$ cat config.mk
export PLATFORM = sky130hd
export DESIGN_NAME = uart
export DESIGN_NICKNAME = d
export VERILOG_FILES = /design/src/rtl/uart.sv
export SDC_FILE = /design/constraint.sdc
export NUM_CORES = 1
export LEC_CHECK = 0
export CAP_MARGIN = 20
export CORE_UTILIZATION = 60
export CTS_CLUSTER_DIAMETER = 60
export DETAILED_ROUTE_END_ITERATION = 10
export PLACE_DENSITY = 0.8
export SLEW_MARGIN = 5
export SYNTH_ARGS = -nofsm -noshare
export SYNTH_HDL_FRONTEND = slang
export SYNTH_SLANG_ARGS = --single-unit
$ cat constraint.sdc
create_clock -name clk -period 3.34 [get_ports clk]
set_clock_uncertainty 0.1 [all_clocks]
set_input_delay 0.668 -clock clk [delete_from_list [all_inputs] [get_ports clk]]
set_output_delay 0.668 -clock clk [all_outputs]
set_load 0.03 [all_outputs]
$ cat src/rtl/uart.sv
// uart -- 8N1 serial transceiver with a shared 16x oversample baud tick.
//
// Ports
//   clk        system clock, all logic on the rising edge
//   reset_n    synchronous active-low reset
//   uart_rxd   serial receive line (asynchronous, idle high)
//   uart_txd   serial transmit line (registered, idle high)
//   rx_data    last byte received with a good stop bit
//   rx_avail   a received byte is pending
//   rx_error   the last frame had a framing error (stop bit low)
//   rx_ack     consumer acknowledge, clears rx_avail and rx_error
//   tx_data    byte to transmit, captured when tx_wr is accepted
//   tx_wr      one-cycle transmit request, ignored while tx_busy
//   tx_busy    transmitter occupied
//
// RX and TX FSM states (both use the same encoding)
//   state    | meaning
//   ST_IDLE  | line idle, waiting for a start bit (RX) or a request (TX)
//   ST_START | start bit: RX re-checks it at tick 8, TX drives it low
//   ST_DATA  | eight data bits, LSB first, 16 ticks each
//   ST_STOP  | stop bit: RX samples it mid-bit, TX drives it high
module uart #(
    parameter int freq_hz = 100000000,
    parameter int baud    = 115200
) (
    input  logic       clk,
    input  logic       reset_n,
    input  logic       uart_rxd,
    output logic       uart_txd,
    output logic [7:0] rx_data,
    output logic       rx_avail,
    output logic       rx_error,
    input  logic       rx_ack,
    input  logic [7:0] tx_data,
    input  logic       tx_wr,
    output logic       tx_busy
);

    localparam int DIV   = freq_hz / (baud * 16);
    localparam int DIV_W = (DIV > 1) ? $clog2(DIV) : 1;
    localparam logic [DIV_W-1:0] DIV_LOAD = DIV_W'(DIV - 1);

    typedef enum logic [1:0] {ST_IDLE, ST_START, ST_DATA, ST_STOP} state_t;

    // Free-running baud divider: tick on terminal count, then reload.
    logic [DIV_W-1:0] div_cnt;
    logic             baud_tick;

    always_ff @(posedge clk) begin
        if (!reset_n)
            div_cnt <= '0;
        else if (div_cnt == '0)
            div_cnt <= DIV_LOAD;
        else
            div_cnt <= div_cnt - 1'b1;
    end

    assign baud_tick = (div_cnt == '0);

    // Two-flop synchronizer, cleared to the idle level.
    logic rxd_meta, rxd_sync;

    always_ff @(posedge clk) begin
        if (!reset_n) begin
            rxd_meta <= 1'b1;
            rxd_sync <= 1'b1;
        end else begin
            rxd_meta <= uart_rxd;
            rxd_sync <= rxd_meta;
        end
    end

    // ---------------------------------------------------------------- RX
    state_t     rx_state, rx_state_next;
    logic [3:0] rx_tcnt;
    logic [2:0] rx_bcnt;
    logic [7:0] rx_shreg;
    logic       rx_sample, rx_shift, rx_frame_ok, rx_frame_err;

    always_ff @(posedge clk) begin
        if (!reset_n)
            rx_state <= ST_IDLE;
        else
            rx_state <= rx_state_next;
    end

    always_comb begin
        rx_state_next = rx_state;
        case (rx_state)
            ST_IDLE:  if (!rxd_sync) rx_state_next = ST_START;
            ST_START: if (rx_sample) rx_state_next = rxd_sync ? ST_IDLE : ST_DATA;
            ST_DATA:  if (rx_sample && rx_bcnt == 3'd0) rx_state_next = ST_STOP;
            ST_STOP:  if (rx_sample) rx_state_next = ST_IDLE;
            default:  rx_state_next = ST_IDLE;
        endcase
    end

    always_comb begin
        rx_sample    = baud_tick && (rx_tcnt == 4'd0) && (rx_state != ST_IDLE);
        rx_shift     = rx_sample && (rx_state == ST_DATA);
        rx_frame_ok  = rx_sample && (rx_state == ST_STOP) && rxd_sync;
        rx_frame_err = rx_sample && (rx_state == ST_STOP) && !rxd_sync;
    end

    // The tick timer is preloaded to 7 while idle so the start bit is
    // re-checked 8 ticks in (mid-bit); every later sample is 16 ticks on.
    always_ff @(posedge clk) begin
        if (!reset_n) begin
            rx_tcnt  <= 4'd7;
            rx_bcnt  <= 3'd7;
            rx_shreg <= 8'h00;
            rx_data  <= 8'h00;
            rx_avail <= 1'b0;
            rx_error <= 1'b0;
        end else begin
            if (rx_state == ST_IDLE) begin
                rx_tcnt <= 4'd7;
                rx_bcnt <= 3'd7;
            end else if (baud_tick) begin
                rx_tcnt <= (rx_tcnt == 4'd0) ? 4'd15 : rx_tcnt - 4'd1;
            end
            if (rx_shift) begin
                rx_shreg <= {rxd_sync, rx_shreg[7:1]};
                rx_bcnt  <= rx_bcnt - 3'd1;
            end
            // Later assignments win: a frame completing in the ack cycle
            // leaves its flag set.
            if (rx_ack) begin
                rx_avail <= 1'b0;
                rx_error <= 1'b0;
            end
            if (rx_frame_ok) begin
                rx_data  <= rx_shreg;
                rx_avail <= 1'b1;
                rx_error <= 1'b0;
            end
            if (rx_frame_err)
                rx_error <= 1'b1;
        end
    end

    // ---------------------------------------------------------------- TX
    state_t     tx_state, tx_state_next;
    logic [3:0] tx_tcnt;
    logic [2:0] tx_bcnt;
    logic [7:0] tx_shreg;
    logic       tx_pend, tx_accept, tx_bit_end;

    always_ff @(posedge clk) begin
        if (!reset_n)
            tx_state <= ST_IDLE;
        else
            tx_state <= tx_state_next;
    end

    always_comb begin
        tx_state_next = tx_state;
        case (tx_state)
            ST_IDLE:  if (tx_pend && baud_tick) tx_state_next = ST_START;
            ST_START: if (tx_bit_end) tx_state_next = ST_DATA;
            ST_DATA:  if (tx_bit_end && tx_bcnt == 3'd0) tx_state_next = ST_STOP;
            ST_STOP:  if (tx_bit_end) tx_state_next = ST_IDLE;
            default:  tx_state_next = ST_IDLE;
        endcase
    end

    always_comb begin
        tx_busy    = tx_pend || (tx_state != ST_IDLE);
        tx_accept  = tx_wr && !tx_busy;
        tx_bit_end = baud_tick && (tx_tcnt == 4'd0) && (tx_state != ST_IDLE);
    end

    // tx_pend holds an accepted byte until the next baud tick so that the
    // start bit begins on the tick grid.
    always_ff @(posedge clk) begin
        if (!reset_n) begin
            tx_pend  <= 1'b0;
            tx_tcnt  <= 4'd15;
            tx_bcnt  <= 3'd7;
            tx_shreg <= 8'h00;
            uart_txd <= 1'b1;
        end else begin
            if (tx_accept) begin
                tx_shreg <= tx_data;
                tx_pend  <= 1'b1;
            end
            if (tx_state == ST_IDLE) begin
                tx_tcnt <= 4'd15;
                tx_bcnt <= 3'd7;
                if (tx_pend && baud_tick) begin
                    tx_pend  <= 1'b0;
                    uart_txd <= 1'b0;
                end
            end else if (baud_tick) begin
                tx_tcnt <= (tx_tcnt == 4'd0) ? 4'd15 : tx_tcnt - 4'd1;
            end
            if (tx_bit_end) begin
                case (tx_state)
                    ST_START: uart_txd <= tx_shreg[0];
                    ST_DATA: begin
                        if (tx_bcnt == 3'd0) begin
                            uart_txd <= 1'b1;
                        end else begin
                            uart_txd <= tx_shreg[1];
                            tx_shreg <= {1'b0, tx_shreg[7:1]};
                            tx_bcnt  <= tx_bcnt - 3'd1;
                        end
                    end
                    ST_STOP: uart_txd <= 1'b1;
                    default: ;
                endcase
            end
        end
    end

endmodule

# == After elaboration in Yosys (flattened, before gate mapping) ==
# Index checks and enable logic that the tools add are counted.
# word_totals
register_bits,54
inputBits,13
output_inout_bits,12
word_cells,105
# classes
add_sub_neg,5
n_eq_ne,14
mux,36
bitwise,1
n_reduce_logical,32
# op_table
operator,n
8-bit 2-to-1 mux,4
2-bit 2-to-1 mux,9
3-bit 2-to-1 mux,6
2-bit inequality test (second input constant),8
2-bit one-hot mux with 4 select lines,2
1-bit logical AND,12
1-bit 2-to-1 mux,11
2-bit == test (second input constant),4
4-bit logical NOT,2
4-bit 2-to-1 mux,2
4-bit AND reduction,2
2-bit nonzero test,4
4-bit by 1-bit subtractor with 4-bit output (second input constant),2
3-bit logical NOT,2
6-bit logical NOT,1
6-bit 2-to-1 mux,1
2-bit OR reduction,3
3-bit by 1-bit subtractor with 3-bit output (second input constant),2
6-bit by 1-bit subtractor with 6-bit output (second input constant),1
2-bit by 1-bit == test with 1-bit output (second input constant),2
2-bit logical NOT,2
1-bit one-hot mux with 3 select lines,1
3-bit nonzero test,1
1-bit logical NOT,2
other kinds (2),2

# == Depth between registers and ports, before layout ==
# Gate-level depths: netlist of the first run.
# depth
word_depth,8
ltp_mapped,8
ltp_nobuf,6

# == Worst setup path after synthesis of the first run ==
# OpenSTA, ideal clock, no wires.
# synth_path
path_kind,reg2reg
start,reg tx_state[0]
end,reg tx_shreg[7]
setup_time_ps,116
t_arrival_ps,1983
slack_ps,1141
stages_incl_launch_ff,9
path_cell_list,dfxtp_1 inv_1 ha_1 clkbuf_1 nor4b_1 nand4_1 or2_1 clkbuf_1 and3_1
# synth_between
elab_chain_cells,8
elab_cells_between_ends,10
# synth_lines
element,line_no,text
"start, declared",143,"state_t tx_state, tx_state_next;"
"start signal, assigned",153,tx_state <= tx_state_next;
2-bit nonzero test,"168, 170",
1-bit logical OR,168,tx_busy = tx_pend || (tx_state != ST_IDLE);
1-bit logical NOT,169,tx_accept = tx_wr && !tx_busy;
1-bit logical AND,169,
8-bit 2-to-1 mux,183,if (tx_accept) begin
8-bit 2-to-1 mux,201,if (tx_bcnt == 3'd0) begin
8-bit 2-to-1 mux,198,case (tx_state)
8-bit 2-to-1 mux *,197,if (tx_bit_end) begin
"end signal, assigned",184,tx_shreg <= tx_data;
"end signal, assigned",205,"tx_shreg <= {1'b0, tx_shreg[7:1]};"
"end, declared",146,logic [7:0] tx_shreg;
# Mark *: on every way between the ends. The rest lies on a longest branch, timed or not.
# A chain may end at the register's enable or synchronous reset.

# == Worst setup path after layout of the first run ==
# layout_path
start,reg tx_state[0]
end,out tx_busy
# layout_between
elab_chain_cells,2
# layout_lines
element,line_no,text
2-bit nonzero test,168,
1-bit logical OR,168,
"end, declared",36,output logic tx_busy
# No other way between the ends.

==> impl_metrics.ini, run 1 <==
[critical_path]
path_class = register to primary output
cp-start-kind = register
end_kind = primary output
crit_fanout = 9
regToRegStartpoint = div_cnt[0]
required_ns = 2.57
r2r_end = rx_data[1]
r2r_cells = 6
cp.arrival_ns = 1.88
r2r_slack_ns = 0.72

[logic_synthesis]
ys_seq_area_frac = 0.431
synth_seq_cells = 54
synth.area.top_cells = dfxtp_1, mux2i_1, ha_1, nand2_1, nand2b_1
synthCells = 271
yosysUniqueCellTypes = 49
synth-warning-count = 0
yosys.area.top_type = dfxtp_1
synth-main-ff-cell = dfxtp_1
synth_top_area_frac = 0.431
netlist_area_um2 = 2510
synth_edf_count = 0
async_flop_share = 0
synth_nets = 297
syn-mean-instance-area_um2 = 9.25

[place]
dp.cells = 334
hpwl_um = 3250
placed_cell_area_um2 = 2770
place_ws_ns = 0.738
port_buffers = 24
routabilityCongestion = 0.768

[global_route]
grt_usage = 0.233
grt_max_degree = 37
antenna_found_initial = 0
grt-ovfl-total = 0
grt_pass1_vias = 1794
grt_pass1_wl_um = 7770

[detailed_routing]
first_iter_violations = 156
wl_um = 4710
routedWlPerCell_um = 13.8
antenna_left = 0
drcViolationCount = 0
first_pass_iters = 5
via_count = 1947
via_per_inst = 5.69

[timing]
fin_ws_ns = 0.691
hold_viol = 0
fmax_mhz = 377
rsz0062_at_grt = false
setup_tns_ns = 0
drv_slew = 0
max_slew_margin = 0.619
tightest_slew_ns = 0.570
fin_crit_ns = 2.65
setup_viol_count_final = 0
post-route-period-util = 0.793

[min_path]
hp-start = rxd_meta
hp-class = register to register
hold_path_depth = 1
whs_endpoint = rxd_sync

[final_layout]
finalNonFillerCells = 342
final_area_um2 = 2880
fin_nets = 317
final_cell_mix = dfxtp_1, nand2_1, mux2i_1, clkdlybuf4s50_1, inv_1
layout-drive-gt1-share = 0.0582
final_common_cell = dfxtp_1
diodes = 0
syn_to_final_growth_pct = 15.0

[floorplan]
fp.dieH_um = 66.6
die_w_um = 66.6
placeableCoreArea_um2 = 4000
start_util = 0.627
ios = 25
num_rows = 23
die-area_um2 = 4440

[clocking]
cts_resized = 0
htree_levels = 2
clk_pin_slew_ns = 0.10
post-cts-setup-buffers = 0
cts.sinks = 54
clock-root-buffer = clkbuf_8
cts_buffer_depth = 2
ctsHoldBuffers = 0
numCtsBuffers = 5
cts_tree = yes
clock_latency_ns = 0.32

[power_and_ir_drop]
power.total_mw = 1.64
power_density_nw_per_um2 = 568
power_leakage_nw = 1.26
irDropWorstVdd_mv = 0.442

[run_status]
status = completed

[run]
maxCapViolations = 0
==> how the worst max path moves through the flow <==
stage	start	end	slack, ns	cells after the start
6_report	tx_state[0]	tx_busy	0.69	4
5_1_grt	div_cnt[0]	rx_data[2]	0.53	6
4_1_cts	tx_state[0]	tx_busy	0.67	4
3_5_place_dp	div_cnt[0]	rx_data[2]	0.74	6
3_3_place_gp	div_cnt[0]	rx_data[1]	0.82	6
2_1_floorplan	tx_state[0]	tx_shreg[7]	1.14	8
==> cells in the mapped netlist (9+ instances only) <==
cell	number
nand2_1	30
nor3_1	10
a211oi_1	9
o21ai_0	11
a21oi_1	10
dfxtp_1	54
inv_1	18
ha_1	13
nor2_1	11
mux2i_1	27
clkbuf_1	9
nand2b_1	12
==> cell families after synthesis <==
kind of cell / count (synthesis) / share of synthesized area
flops: 54 / 0.431
fa+ha+maj: 13 / 0.0649
mux: 29 / 0.117
compound gates: 46 / 0.120
xor+xnor: 1 / 0.00349
simple gates: 97 / 0.214
buf+inv: 31 / 0.0499
==> critical path: stages (launching register included) <==
cell,delay (ns)
dfxtp_1,0.37
inv_1,0.08
ha_1,0.33
nand2b_1,0.12
clkdlybuf4s50_1,0.66
==> power breakdown <==
part	internal (mW)	leakage (nW)	switching, mW
Combinational	0.174	0.762	0.252
Clock	0.227	0.0587	0.224
Sequential	0.706	0.439	0.0541
==> flip-flops by register name (all words and copies together) (netlist names), named ones only <==
name and cells:
rx_data 8, rx_shreg 8, tx_shreg 8, div_cnt 6
rx_tcnt 4, tx_tcnt 4, rx_bcnt 3, tx_bcnt 3
tx_state 2, rx_avail 1, rx_error 1, rx_state 1
rxd_meta 1, rxd_sync 1, tx_pend 1, uart_txd 1
==> cell type report <==
type,count,area (um2)
clock buffers,5,68.8
clock inverters,3,47.5
fillers,308,1120
inverters,18,67.6
multi-input cells,186,1300
flip-flops and latches,54,1080
well taps,50,62.6
repair buffers,26,255
==> per-layer routing <==
layer | track usage | up-vias | part of all wire
met2 | 0.409 | 25 | 0.49
met5 | 0 | - | 0
met4 | 0.0984 | 0 | 0.016
met3 | 0.0582 | 8 | 0.033
met1 | 0.264 | 919 | 0.46
li1 | - | 995 | -
==> through the flow <==
stage | hold slack [ns] | utilization
final | 0.321 | 0.721
after global routing | 0.350 | 0.721
after CTS | 0.327 | 0.721
after detailed placement | 0.304 | 0.692
after global placement | 0.292 | 0.692
after floorplan | 0.286 | -
Note: power is estimated with default switching activity, not from simulation.
==> run 2, diff against run 1 <==
--- a/config.mk
+++ b/config.mk
@@ -6,10 +6,10 @@
 export NUM_CORES = 1
 export LEC_CHECK = 0
 export CAP_MARGIN = 20
-export CORE_UTILIZATION = 60
+export CORE_UTILIZATION = 51
 export CTS_CLUSTER_DIAMETER = 60
 export DETAILED_ROUTE_END_ITERATION = 10
-export PLACE_DENSITY = 0.8
+export PLACE_DENSITY = 0.72
 export SLEW_MARGIN = 5
 export SYNTH_ARGS = -nofsm -noshare
 export SYNTH_HDL_FRONTEND = slang
==> constraint.sdc (replaced) <==
create_clock -name clk -period 2.4 [get_ports clk]
set_clock_uncertainty 0.1 [all_clocks]
set_input_delay 0.48 -clock clk [delete_from_list [all_inputs] [get_ports clk]]
set_output_delay 0.48 -clock clk [all_outputs]
set_load 0.03 [all_outputs]
==> run 2 against run 1 <==
Against the previous run: critical endpoint is now rx_bcnt[1]; sequential share of layout area is 1.3 points lower; largest cell class unchanged; clock power is 38% higher; worst hold slack worse by 0.0047 ns; via count is 0.15% lower; cell area is 3.6% higher; sequential cell count stayed put; count of clock-buffer cells in the layout stayed put; register-to-register slack worse by 0.54 ns; routed wire length is 3.5% lower; non-clock buffer count is 9 higher.
==> impl_metrics.ini, run 2 (synthesis results as in run 1) <==
[place]
routabilityCongestion = 0.779
port_buffers = 24
hpwl_um = 3290
place_ws_ns = 0.121

[timing]
hold-worst-slack_ns = 0.316
setup_tns_ns = 0
fmax_mhz = 450
rsz0062_at_grt = false
fin_crit_ns = 2.22
drv_slew = 0
max_slew_margin = 0.684
hold_viol = 0
post-route-period-util = 0.925
setup_viol_count_final = 0
tightest_slew_ns = 0.472
fin_ws_ns = 0.180

[final_layout]
fin_nets = 326
layout-drive-gt1-share = 0.0897
diodes = 0
syn_to_final_growth_pct = 19.2
final_cell_mix = dfxtp_1, nand2_1, mux2i_1, clkdlybuf4s50_1, inv_1
final_common_cell = dfxtp_1
largest_registers = rx_data: 8 flops, rx_shreg: 8 flops, tx_shreg: 8 flops

[floorplan]
ios = 25
num_rows = 25
die-area_um2 = 5200
die_w_um = 72.1
placeableCoreArea_um2 = 4720
fp.dieH_um = 72.1
start_util = 0.531

[detailed_routing]
via_count = 1944
wl_um = 4550
drcViolationCount = 0
antenna_left = 0
first_iter_violations = 75
routedWlPerCell_um = 12.4
first_pass_iters = 4
via_per_inst = 5.28

[power_and_ir_drop]
power_density_nw_per_um2 = 776
irDropWorstVdd_mv = 0.367
power_leakage_nw = 1.31

[run_status]
status = completed

[global_route]
grt_usage = 0.190
grt_pass1_vias = 1776
grt_pass1_wl_um = 7820
grt-ovfl-total = 0
antenna_found_initial = 0
grt_max_degree = 37

[clocking]
numCtsBuffers = 5
cts_buffer_depth = 2
cts.sinks = 54
clk_pin_slew_ns = 0.10
clock-root-buffer = clkbuf_8
post-cts-setup-buffers = 0
clock_latency_ns = 0.31
htree_levels = 2
cts_tree = yes
ctsHoldBuffers = 0

[critical_path]
path_delay_family = simple AND/OR/NAND/NOR gates
cp.arrival_ns = 2.33
crit_fanout = 10
path_class = register to register
cp-start-kind = register
slowest_delay_ns = 0.52
path_cells = inv_1 > ha_1 > or4b_4 > nor4_4 > buf_4 > nand2_4 > mux2_1
end_kind = register
worst-path-buf-inv = 2
required_ns = 2.51
slowest_stage = or4b_4

[run]
maxCapViolations = 0

[min_path]
hp-class = register to register
[run 2: cell types whose count changed in the layout (fill, tap and decap cells not counted)]
cell,delta
or4b_4,+1
dlygate4sd2_1,+1
buf_12,+1
buf_4,+8
or4b_1,-1
clkdlybuf4s50_1,-1
[run 2: worst reg2reg max path: stages, from the launching register on]
cell,delay [ns]
dfxtp_1,0.33
inv_1,0.06
ha_1,0.19
or4b_4,0.52
nor4_4,0.28
buf_4,0.19
nand2_4,0.11
mux2_1,0.33
[run 2: timing repair]
action,4_1_cts,5_1_grt
gates cloned,0,0
gates resized for setup,1,1
endpoints found under the setup margin,1,1
[run 2: cell type report]
cell class	instances	area (um2)
Clock buffer	5	68.8
Clock inverter	3	47.5
Fill cell	428	1740
Inverter	18	67.6
Multi-Input combinational cell	186	1310
Sequential cell	54	1080
Tap cell	67	83.8
Timing Repair Buffer	35	334
[run 2: worst paths after layout]
check / slack (ns) / depth (start not counted) / from / to
worst max-delay path: 0.18 / 7 / div_cnt[0] / rx_bcnt[1]
worst min-delay path: 0.32 / 1 / rxd_meta / rxd_sync
worst max register to register: 0.18 / 7 / div_cnt[0] / rx_bcnt[1]
worst min register to register: 0.32 / 1 / rxd_meta / rxd_sync
[run 2: stage by stage]
step | instances | area [um2] | utilization | power, mW
floorplan | 271 | 2510 | - | 1.52
global placement | 360 | 2870 | 0.607 | 1.70
detailed placement | 360 | 2870 | 0.607 | 1.71
CTS | 368 | 2980 | 0.632 | 2.34
global route | 368 | 2990 | 0.633 | 2.47
finish | 368 | 2990 | 0.633 | 2.32
[run 2: per-layer routing]
metal | share of wire | vias to the layer above | GRT usage
met3 | 0.025 | 5 | 0.0472
met1 | 0.49 | 901 | 0.237
met5 | 0 | - | 0
li1 | - | 1017 | -
met4 | 0.010 | 0 | 0.0588
met2 | 0.47 | 21 | 0.324
[run 2: report_power, final]
part           leakage, nW  switching (mW)  internal (mW)
logic                0.812           0.350          0.287
registers            0.439          0.0760          0.982
clock network       0.0587           0.308          0.316
total                 1.31           0.734           1.59
==> RTL change 1: new RTL, settings of run 2 <==
Add an input register stage for `uart_rxd`; this delays it by one clock. The other inputs are not delayed to match.
--- a/src/rtl/uart.sv
+++ b/src/rtl/uart.sv
@@ -42,6 +42,12 @@
 
     typedef enum logic [1:0] {ST_IDLE, ST_START, ST_DATA, ST_STOP} state_t;
 
+    logic uart_rxd_q;
+
+    always_ff @(posedge clk) begin
+        uart_rxd_q <= uart_rxd;
+    end
+
     // Free-running baud divider: tick on terminal count, then reload.
     logic [DIV_W-1:0] div_cnt;
     logic             baud_tick;
@@ -65,7 +71,7 @@
             rxd_meta <= 1'b1;
             rxd_sync <= 1'b1;
         end else begin
-            rxd_meta <= uart_rxd;
+            rxd_meta <= uart_rxd_q;
             rxd_sync <= rxd_meta;
         end
     end
Function: same outputs for any inputs over 10 cycles, from zero or initial values and one cycle with reset_n low; that may be too few to reach the edited logic, so the function may still have changed.
==> RTL change 1 against run 2 <==
Final cell count increased by 0.82%; non-clock buffer count decreased by 3; setup slack got worse by 0.071 ns; count of clock-buffer cells in the layout unchanged; largest cell class unchanged; power decreased by 3.0%; via count increased by 1.4%; synthesized area increased by 3.1%; synthesized cell count increased by 3.0%; routed wire length decreased by 0.48%; worst hold slack improved by 0.0044 ns; final area decreased by 0.29%; sequential cell count increased by 1; highest routed layer unchanged.
==> RTL change 1: results (changes against run 2) <==
metric	value	unit	change
run_status	complete, no violations		
instance_area_at_placement	0.00288	mm^2	+0.26%
critical_path.startpoint	tx_state[0]		
proportion_of_power_drawn_by_flip_flops_and_latches	0.486		+0.030
grt.met1_usage	0.244		+0.00704
num-multi-input-gates	194		+4.3%
numSequentialCells	55		+1.9%
worst_path_largest_cell_delay	0.66	ns	+0.14 ns
netSwitchingPower	0.745	mW	+1.4%
critical_path_peak_fanout	4		-6
clock_tree_area_fraction	0.0344		-0.00451
totalWireLength	4.53	mm	-0.48%
layout.filler_cells	414		-3.3%
netlist-cell-type-count	47		-4.1%
detailroute.wirelength.met3	127	um	+12%
path_delay_family	buffers and inverters		
syn-num-nets	305		+2.7%
vdd.ir_drop.worst	0.376	mV	+2.5%
final_weighted_congestion_in_routability_driven_placement	0.821		+5.3%
grt_use_total	0.193		+0.00212
finalCoreUtilization	0.622		-0.0101
final.min_clock_period	2.29	ns	+0.0709 ns
synthesis.instances	279		+3.0%
slew-limit-headroom	0.674		-0.0102
routed-via-count	1971		+1.4%
dp_worst_setup_slack	0.163	ns	+0.0414 ns
drive_above_1_share	0.0888		-0.000885
register_area	0.00110	mm^2	+1.9%
crit_slowest_cell	sky130_fd_sc_hd__clkdlybuf4s50_1		
## RTL change 1: cell types whose count changed after synthesis, moves of 3 or more
cell                       delta
sky130_fd_sc_hd__inv_1        -3
sky130_fd_sc_hd__a21boi_0     +4
sky130_fd_sc_hd__a211oi_1     -8
sky130_fd_sc_hd__o211a_1      +8
sky130_fd_sc_hd__mux2i_1      -8
sky130_fd_sc_hd__a21oi_1      -5
sky130_fd_sc_hd__o21ai_0     +15
sky130_fd_sc_hd__nand3_1     +10
## RTL change 1: cell families (layout without fill, tap and decap cells)
logic type | count (synthesis) | after routing | synth area share
mux | 20 | 20 | 0.0779
xor+xnor | 1 | 1 | 0.00339
simple gates | 99 | 99 | 0.217
fa+ha+maj | 13 | 13 | 0.0629
compound gates | 61 | 61 | 0.157
flops | 55 | 55 | 0.426
buf+inv | 30 | 55 | 0.0557
==> RTL change 2: new RTL, settings of run 2 <==
Made on the original files. Change the parameter `freq_hz` from 100000000 to 200000000.
--- a/src/rtl/uart.sv
+++ b/src/rtl/uart.sv
@@ -20,7 +20,7 @@
 //   ST_DATA  | eight data bits, LSB first, 16 ticks each
 //   ST_STOP  | stop bit: RX samples it mid-bit, TX drives it high
 module uart #(
-    parameter int freq_hz = 100000000,
+    parameter int freq_hz = 200000000,
     parameter int baud    = 115200
 ) (
     input  logic       clk,
Behaviour: no difference found for any inputs over 10 cycles, from zero or initial values and one cycle with reset_n low; that may be too few to reach the edited logic, so the function may still have changed.
==> RTL change 2 against run 2 <==
Sequential cell count grew 1; largest power group unchanged; final area grew 2.7%; clock power grew 16%; power grew 8.3%; setup slack gained 0.074 ns; combinational power grew 11%; fmax grew 3.4%; die area grew 3.2%; global-route usage grew 0.44 points; routed wire length grew 0.73%; synthesized area grew 3.3%.
==> RTL change 2: results (changes against run 2) <==
metric	value	unit	change
hold_class	reg2reg		
grt_max_degree	40		+8.1%
avgViaCountPerCell	5.14		-2.6%
worstSetupPathType	reg2reg		
clk-insertion-delay-late	0.32	ns	
vdd.ir_drop.worst	0.449	mV	+22%
drive_above_1_share	0.0948		+0.00507
drtPass1Iterations	4		unchanged
portBuffers	24		unchanged
cts.clk_slew.worst_paths	0.10	ns	about the same
number_of_antenna_violations_at_the_first_check_in_global_routing	0		unchanged
final_weighted_congestion_in_routability_driven_placement	0.801		+2.8%
reg2reg_setup_slack	0.25	ns	+0.07 ns
finish.net_count	331		+1.5%
initial_utilization	0.538		+0.00680
global_route_wire_length_before_repair	8.05	mm	+2.9%
first_global_vias	1738		-2.1%
critical_path_peak_fanout	10		unchanged
antenna_cells_inserted	0		unchanged
worst-endpoint-arrival	2.26	ns	-0.07 ns
netlist_top_cells_area	sky130_fd_sc_hd__dfxtp_1 (43%), sky130_fd_sc_hd__mux2i_1 (10%), sky130_fd_sc_hd__ha_1 (6.3%)		
crit_slowest_cell	sky130_fd_sc_hd__or3b_1		
run_status	complete, no violations		
dpl.hpwl	3.24	mm	-1.5%
slew-limit-headroom	0.652		-0.0317
synth_commonest_cells	sky130_fd_sc_hd__dfxtp_1 (55), sky130_fd_sc_hd__mux2i_1 (27), sky130_fd_sc_hd__nand2_1 (27), sky130_fd_sc_hd__nor2b_1 (20), sky130_fd_sc_hd__nor2_1 (18)		
synth_async_sr_flop_share	0		unchanged
routed_wire_length_per_instance	12.3	um	-0.62%
largestRegisters	rx_data x8, rx_shreg x8, tx_shreg x8		
regToRegEndpoint	rx_shreg[5]		
clock_tree.root_cell	sky130_fd_sc_hd__clkbuf_8		
syn-num-nets	302		+1.7%
worst_path_largest_cell_delay	0.43	ns	-0.09 ns
power_leakage	1.40	nW	+6.6%
layout.filler_cells	442		+3.3%
postSynth.topFlopCell	sky130_fd_sc_hd__dfxtp_1		
htreeDepth	2		unchanged
synthesis.yosys.warnings	0		unchanged
netlist-cell-type-count	45		-8.2%
grt_use_total	0.195		+0.00436
tritoncts.num_buffers	5		unchanged
critical_path.startpoint	div_cnt[0]		
ys_seq_area_frac	0.425		-0.00602
first_iter_violations	88		+17%
ff2ff_path_depth	7		unchanged
clock_tree.buffer_depth	2		unchanged
==> RTL change 2: cell count changes after synthesis, sizes merged, moves of 7 or more <==
cell	change
a211oi	-9
a21oi	-9
nor2	+8
nor2b	+16
o211a	+7
==> RTL change 2: final cells by class <==
| class | count | share of cell area |
|---|---|---|
| tap | 67 | 0.0273 |
| inverter | 14 | 0.0171 |
| clock buffer | 5 | 0.0224 |
| timing repair buffer | 35 | 0.106 |
| sequential | 55 | 0.359 |
| clock inverter | 3 | 0.0220 |
| multi-input combinational | 194 | 0.446 |
==> RTL change 2: layer usage <==
metal,up-vias,GRT usage,wire [um]
met5,-,0,0
met4,0,0.0654,65
met3,7,0.0508,181
met2,32,0.297,2030
met1,882,0.267,2310
li1,998,-,-
==> RTL change 2: logic make-up after synthesis <==
| group | count (synthesis) | synth area share |
|---|---|---|
| adder cells (fa/ha/maj) | 13 | 0.0628 |
| AND/OR/NAND/NOR | 110 | 0.233 |
| flip-flops | 55 | 0.425 |
| AO/OA/AOI/OAI | 36 | 0.0995 |
| XOR/XNOR | 6 | 0.0203 |
| multiplexers | 29 | 0.113 |
| buffers and inverters | 27 | 0.0464 |
==> RTL change 2: worst min path at each step <==
| stage | startpoint | to | slack (ns) | cells past startpoint |
|---|---|---|---|---|
| 3_5_place_dp | rxd_meta | rxd_sync | 0.30 | 1 |
| 2_1_floorplan | rxd_meta | rxd_sync | 0.29 | 1 |
| 5_1_grt | rxd_meta | rxd_sync | 0.37 | 1 |
| 6_report | rxd_meta | rxd_sync | 0.33 | 1 |
| 3_3_place_gp | rxd_meta | rxd_sync | 0.29 | 1 |
| 4_1_cts | rxd_meta | rxd_sync | 0.33 | 1 |
==> RTL change 2: report_power, final <==
group	internal [mW]	switching [mW]
registers	1.00	0.0786
logic	0.332	0.372
clock network	0.416	0.309
total	1.75	0.760
==> RTL change 2: repair_timing <==
action	CTS	global route
endpoints found under the hold margin	0	0
setup endpoints to repair	0	1
resized for setup	0	1
buffers inserted	0	0
==> RTL change 2: per-stage QoR <==
stage          total power [mW]  utilization  cell area [um^2]  worst slack, ns  instances
3_5_place_dp               1.81        0.608              2930            0.264        365
4_1_cts                    2.53        0.636              3070           0.0748        373
3_3_place_gp               1.80        0.608              2930            0.342        365
5_1_grt                    2.67        0.637              3070           0.0681        373
2_1_floorplan              1.61            -              2590            0.303        276
6_report                   2.51        0.637              3070            0.254        373
==> RTL change 2: worst max-delay path, delay by kind of cell (launching register included) <==
kind          cells  cell delay [ns]
mux               1             0.21
buf+inv           1             0.07
simple gates      4             1.10
fa+ha+maj         1             0.22
flops             1             0.34
